`config.mk`:
```
export PLATFORM = sky130hd
export DESIGN_NAME = wtu_buf_ctrl_flat
export DESIGN_NICKNAME = d
export VERILOG_FILES = /design/src/rtl/wtu_buf_ctrl_if.sv /design/src/rtl/wtu_buf_ctrl.sv /design/src/flat_wrapper.sv
export SDC_FILE = /design/constraint.sdc
export NUM_CORES = 1
export LEC_CHECK = 0
export CORE_MARGIN = 2
export CORE_UTILIZATION = 30
export CTS_CLUSTER_SIZE = 24
export DETAILED_ROUTE_END_ITERATION = 8
export GPL_ROUTABILITY_DRIVEN = 0
export PLACE_DENSITY = 0.9
export SLEW_MARGIN = 20
export SYNTH_ARGS = -nofsm -noshare
export SYNTH_HDL_FRONTEND = slang
export SYNTH_SLANG_ARGS = --single-unit
```
`constraint.sdc`:
```
create_clock -name clk -period 2.7 [get_ports clk]
set_clock_uncertainty 0.2 [all_clocks]
set_input_delay 0.27 -clock clk [delete_from_list [all_inputs] [get_ports clk]]
set_output_delay 0.27 -clock clk [all_outputs]
set_load 0.02 [all_outputs]
```
`src/rtl/wtu_buf_ctrl_if.sv`:
```
// Bundle of the WTU buffer controller's stream and buffer-port signals.
// master is the controller side, slave is the surrounding stream/buffer side.
interface wtu_buf_ctrl_if #(
   parameter int WR_WIDTH = 24,
   parameter int WR_DEPTH = 8
);
   localparam int RD_DEPTH = WR_DEPTH / 2;
   localparam int RD_WIDTH = 2 * WR_WIDTH;
   localparam int WA       = $clog2(WR_DEPTH);
   localparam int RA       = (RD_DEPTH > 1) ? $clog2(RD_DEPTH) : 1;

   logic                in_valid;
   logic [WR_WIDTH-1:0] in_data;
   logic                in_ready;

   logic                out_valid;
   logic [RD_WIDTH-1:0] out_data;
   logic                out_ready;

   logic                mem_wr_en;
   logic [WA-1:0]       mem_wr_addr;
   logic [WR_WIDTH-1:0] mem_wr_data;
   logic [RA-1:0]       mem_rd_addr;
   logic [RD_WIDTH-1:0] mem_rd_data;

   modport master (
      input  in_valid, in_data, out_ready, mem_rd_data,
      output in_ready, out_valid, out_data,
      output mem_wr_en, mem_wr_addr, mem_wr_data, mem_rd_addr
   );

   modport slave (
      output in_valid, in_data, out_ready, mem_rd_data,
      input  in_ready, out_valid, out_data,
      input  mem_wr_en, mem_wr_addr, mem_wr_data, mem_rd_addr
   );
endinterface

```
`src/rtl/wtu_buf_ctrl.sv`:
```
// Sequencer for the WTU dual-width sample buffer: fills the buffer with one
// frame of narrow samples, then drains it as paired wide words (odd sample
// in the upper half) with no bubble at either turnaround.
module wtu_buf_ctrl #(
   parameter int WR_WIDTH = 24,
   parameter int WR_DEPTH = 8
) (
   input  logic           clk,
   input  logic           rst,
   input  logic           flush,
   wtu_buf_ctrl_if.master bus,
   output logic           busy,
   output logic [15:0]    frame_cnt
);
   localparam int RD_DEPTH = WR_DEPTH / 2;
   localparam int RD_WIDTH = 2 * WR_WIDTH;
   localparam int WA       = $clog2(WR_DEPTH);
   localparam int RA       = (RD_DEPTH > 1) ? $clog2(RD_DEPTH) : 1;

   localparam logic [WA-1:0] WR_LAST = WA'(WR_DEPTH - 1);
   localparam logic [RA-1:0] RD_LAST = RA'(RD_DEPTH - 1);

   typedef enum logic {
      FILL  = 1'b0,
      DRAIN = 1'b1
   } state_t;

   state_t              state;
   state_t              state_nxt;
   logic [WA-1:0]       wr_cnt;
   logic [RA-1:0]       rd_cnt;
   logic                wr_hs;
   logic                rd_hs;
   logic                wr_last;
   logic                rd_last;
   logic [RD_WIDTH-1:0] rd_word;

   // Qualified handshakes: flush overrides any transfer happening in the same cycle.
   always_comb begin
      wr_hs   = (state == FILL) && bus.in_valid && !flush;
      rd_hs   = (state == DRAIN) && bus.out_ready && !flush;
      wr_last = wr_hs && (wr_cnt == WR_LAST);
      rd_last = rd_hs && (rd_cnt == RD_LAST);
   end

   // State register.
   always_ff @(posedge clk or posedge rst) begin
      if (rst) begin
         state <= FILL;
      end else begin
         state <= state_nxt;
      end
   end

   // Next state: the final write or final pair read flips direction; flush always returns to FILL.
   always_comb begin
      state_nxt = state;
      if (flush) begin
         state_nxt = FILL;
      end else begin
         case (state)
            FILL:    if (wr_last) state_nxt = DRAIN;
            DRAIN:   if (rd_last) state_nxt = FILL;
            default: state_nxt = FILL;
         endcase
      end
   end

   // Write and read pointers, wrapping to zero on the last beat of each phase.
   always_ff @(posedge clk or posedge rst) begin
      if (rst) begin
         wr_cnt <= '0;
         rd_cnt <= '0;
      end else if (flush) begin
         wr_cnt <= '0;
         rd_cnt <= '0;
      end else begin
         if (wr_hs) begin
            wr_cnt <= wr_last ? '0 : wr_cnt + 1'b1;
         end
         if (rd_hs) begin
            rd_cnt <= rd_last ? '0 : rd_cnt + 1'b1;
         end
      end
   end

   // Completed-frame counter; a flushed final read does not qualify as rd_last.
   always_ff @(posedge clk or posedge rst) begin
      if (rst) begin
         frame_cnt <= '0;
      end else if (rd_last) begin
         frame_cnt <= frame_cnt + 16'd1;
      end
   end

   // Outputs are pure decodes of state and pointers so read data is valid with out_valid.
   always_comb begin
      bus.in_ready    = (state == FILL);
      bus.mem_wr_en   = wr_hs;
      bus.mem_wr_data = bus.in_data;
      bus.mem_wr_addr = wr_cnt;
      bus.out_valid   = (state == DRAIN);
      busy            = (state == DRAIN);
      bus.mem_rd_addr = (RD_DEPTH > 1) ? rd_cnt : '0;
      rd_word         = bus.mem_rd_data;
      bus.out_data    = rd_word;
   end
endmodule

```
`src/flat_wrapper.sv`:
```
// flat-port wrapper written by rule: the top's interface ports become plain ports
module wtu_buf_ctrl_flat 
#(
   parameter int WR_WIDTH = 24,
   parameter int WR_DEPTH = 8
)
  (clk, rst, flush, busy, frame_cnt, bus_in_valid, bus_in_data, bus_out_ready, bus_mem_rd_data, bus_in_ready, bus_out_valid, bus_out_data, bus_mem_wr_en, bus_mem_wr_addr, bus_mem_wr_data, bus_mem_rd_addr);
  wtu_buf_ctrl_if #(.WR_WIDTH(WR_WIDTH), .WR_DEPTH(WR_DEPTH)) bus_i ();
  input  logic clk;
  input  logic rst;
  input  logic flush;
  output logic busy;
  output logic [15:0] frame_cnt;
  input wire logic [$bits(bus_i.in_valid)-1:0] bus_in_valid;
  input wire logic [$bits(bus_i.in_data)-1:0] bus_in_data;
  input wire logic [$bits(bus_i.out_ready)-1:0] bus_out_ready;
  input wire logic [$bits(bus_i.mem_rd_data)-1:0] bus_mem_rd_data;
  output wire logic [$bits(bus_i.in_ready)-1:0] bus_in_ready;
  output wire logic [$bits(bus_i.out_valid)-1:0] bus_out_valid;
  output wire logic [$bits(bus_i.out_data)-1:0] bus_out_data;
  output wire logic [$bits(bus_i.mem_wr_en)-1:0] bus_mem_wr_en;
  output wire logic [$bits(bus_i.mem_wr_addr)-1:0] bus_mem_wr_addr;
  output wire logic [$bits(bus_i.mem_wr_data)-1:0] bus_mem_wr_data;
  output wire logic [$bits(bus_i.mem_rd_addr)-1:0] bus_mem_rd_addr;
  assign bus_i.in_valid = bus_in_valid;
  assign bus_i.in_data = bus_in_data;
  assign bus_i.out_ready = bus_out_ready;
  assign bus_i.mem_rd_data = bus_mem_rd_data;
  assign bus_in_ready = bus_i.in_ready;
  assign bus_out_valid = bus_i.out_valid;
  assign bus_out_data = bus_i.out_data;
  assign bus_mem_wr_en = bus_i.mem_wr_en;
  assign bus_mem_wr_addr = bus_i.mem_wr_addr;
  assign bus_mem_wr_data = bus_i.mem_wr_data;
  assign bus_mem_rd_addr = bus_i.mem_rd_addr;
  wtu_buf_ctrl #(.WR_WIDTH(WR_WIDTH), .WR_DEPTH(WR_DEPTH)) u_core (.clk(clk), .rst(rst), .flush(flush), .bus(bus_i), .busy(busy), .frame_cnt(frame_cnt));
endmodule
```
==> impl_results.md <==
* Status: completed
* Iteration-0 DRC Markers at 62
* Die width at 76.3 microns
* Synth Register Bits at 22
* Sw Share at 18.8%
* DR vias at 838
* Die Area at 5830 sq um
* Reg clk slew, reported paths at 0.08 ns
* Placement Setup Slack at 0.409 ns
* Yosys warnings at 0
* Post-route ant nets at 0
* Synth area leaders: buf_4 35%, dfrtp_1 35%, xor2_1 5.0%
* First-pass GRT wire length at 3.99 mm
* # setup viols final at 0
* Post-CTS Setup Repair Bufs at 0
* Post-cts gate resize count at 0
* Setup TNS at 0 ns
* H-tree depth at 1
* Clock buffer depth at 2
* Global-route usage over all layers at 8.36%
* Sw Pwr at 0.126 mW
* Root buffer cell: clkbuf_8
* Via density at 4.32
* Layout cells sized above 1 at 4.84%
* Top cell type by total area after synthesis: buf_4
* Starting Density at 30.9%
* Slew margin rel. at 46.6%
* Seq pwr share at 49.8%
* PortBufs at 29
* Worst setup EP type: output port
* Post-cts hold buffer count at 0
* Max-cap violations at 0
* Gate Count Post-Synth at 166
* Chip height at 76.3 microns
* Post-synth top area share at 35.4%
* Clk Latency, worst-skew pair at 0.26 ns
* CTS buffer count at 3
* Vias in the first global route at 820
* Mapped cell area at 1570 sq um
* Fillers at 523
* Pre-antenna DRT Iters at 4
* Detailed Route WL at 2.47 mm
* Max Freq at 448 MHz
* Worst path arrival time at 1.76 ns
* Final Cycle Share at 82.7%
* RSZ-0062 raised after global routing: false
* Hold/Removal Path Class: in -> async
* Initial antenna violation count at 0
* Worst slew pin tran at 0.800 ns
* CTS sink cnt at 22
* Syn Nets at 247
* CTS tree: built
* Kind of critical path: reg -> out
* Internal cell power at 0.544 mW
* Routed len/inst at 12.7 microns
* Peak supply drop at 150 uV
* Pwr dens at 459 nW/um^2
* Crit path launch type: register
* Slew Limit Fails at 0
* Ant diodes at 0
* Slowest stage delay, CP at 0.61 ns
* WP buf/inv at 1
* Final worst setup slack at 0.468 ns
* Count of unique library cells instantiated by Yosys at 21
* Post-DP HPWL at 1.86 mm
* Post-route cell area at 1460 sq um
* Layout area overhead at -7.09%
* Slowest CP cell: clkdlybuf4s50_1
* Static Leak at 0.671 nW
* Final Hold Vio Count at 0
* I/O pin count at 174
* DRC violations left at 0
* Critical path fanouts, max at 9
* Largest net degree at the start of global routing at 23
* Syn_area_per_cell at 9.46 sq um
* Post-Place Cell Area at 1390 sq um
* WP data required at 2.23 ns
* CP Cell Sequence: nand2b_1 -> nor2_1 -> clkdlybuf4s50_1
* Cell family with most CP delay: buffers and inverters
* Pwr Total at 0.670 mW
* Std-Cell Rows at 26
* Post-route minimum period at 2.23 ns
* Total grt overflow at 0
* Placeable core area at 5070 sq um
* Gate power share at 5.0%
* Post-synthesis sequential area ratio at 35.1%
* Nets at 206
* Clock Power Share at 45.2%
[worst paths after layout]
| check | depth (start not counted) | endpoint | from | slack [ns] |
|---|---|---|---|---|
| min | 2 | u_core.frame_cnt[2]$_DFFE_PP0P_ | rst | 0.25 |
| max reg2reg | 5 | u_core.frame_cnt[12]$_DFFE_PP0P_ | u_core.frame_cnt[0]$_DFFE_PP0P_ | 0.75 |
| min reg2reg | 1 | u_core.frame_cnt[15]$_DFFE_PP0P_ | u_core.frame_cnt[15]$_DFFE_PP0P_ | 0.27 |
| min in group clk | 1 | u_core.frame_cnt[15]$_DFFE_PP0P_ | u_core.frame_cnt[15]$_DFFE_PP0P_ | 0.27 |
| max | 3 | bus_mem_wr_en | u_core.bus.out_valid$_DFF_PP0_ | 0.47 |
| max in group asynchronous | 2 | u_core.bus.mem_rd_addr[1]$_DFFE_PP0P_ | rst | 1.55 |
[Yosys cell counts]
master    number
ha_1           4
or4_4          1
nor2_1         8
nor3_1         5
xnor2_1        7
a21oi_1        4
buf_4         74
nand2_1       10
and4b_1        1
inv_1          2
nand4b_4       1
and3_1         2
nand2b_1       1
nand4_1        5
nor3b_1        1
dfrtp_1       22
nand3_1        6
nor4_1         1
xor2_1         9
buf_2          1
mux2i_1        1
[flip-flops by register name, indices dropped and copies added, names as in the netlist]
signal and cells:
u_core.frame_cnt 16, u_core.bus.mem_wr_addr 3, u_core.bus.mem_rd_addr 2, u_core.bus.out_valid 1
[cells by family after synthesis]
group,Yosys count,share of synthesized area (%)
buffers and inverters,77,36.2
AND/OR/NAND/NOR,42,14.7
flip-flops,22,35.1
XOR/XNOR,16,8.92
AO/OA/AOI/OAI,4,1.27
adder cells (fa/ha/maj),4,3.19
multiplexers,1,0.637
[power groups by stage]
stage | Combinational (mW) | Clock [mW] | Sequential, mW
final | 0.0332 | 0.303 | 0.334
after floorplan | 0.171 | 0 | 0.343
after detailed placement | 0.0340 | 0 | 0.340
after global placement | 0.0333 | 0 | 0.340
after CTS | 0.0342 | 0.311 | 0.334
after global routing | 0.0373 | 0.325 | 0.334
[worst register-to-register path: cells and delay by family (launching register included)]
kind          cells  cell delay, ns
xor+xnor          1            0.15
fa+ha+maj         1            0.23
flops             1            0.45
simple gates      3            0.81
[layer usage]
layer | track usage (%) | up-vias | wire [microns]
met5 | 0 | - | 0
met4 | 6.73 | 0 | 108
met3 | 2.37 | 19 | 225
met2 | 12.7 | 40 | 1120
met1 | 9.79 | 400 | 1020
li1 | - | 379 | -
[layout by cell type, fill, tap and decap left out, drive strengths merged, types with 2 or more instances in the layout]
| master | n |
|---|---|
| a21oi | 4 |
| and3 | 2 |
| clkbuf | 3 |
| clkdlybuf4s50 | 29 |
| dfrtp | 22 |
| ha | 4 |
| inv | 2 |
| nand2 | 10 |
| nand3 | 6 |
| nand4 | 5 |
| nor2 | 8 |
| nor3 | 5 |
| xnor2 | 7 |
| xor2 | 9 |
[per-stage QoR]
stage | util [%] | cells | hold WS, ns
3_3_place_gp | 27.3 | 190 | 0.261
5_1_grt | 28.7 | 194 | 0.302
3_5_place_dp | 27.3 | 190 | 0.262
2_1_floorplan | - | 166 | 0.0592
6_report | 28.7 | 194 | 0.252
4_1_cts | 28.7 | 194 | 0.278
[layout make-up]
type | count | area [sq um] | area share, %
repair buffers | 29 | 290 | 19.9
clock inverters | 1 | 30.0 | 2.06
flip-flops and latches | 22 | 551 | 37.7
clock buffers | 3 | 41.3 | 2.83
inverters | 2 | 7.51 | 0.515
well taps | 70 | 87.6 | 6.00
multi-input cells | 67 | 452 | 31.0
No activity file was read; power rests on OpenSTA's default activity.
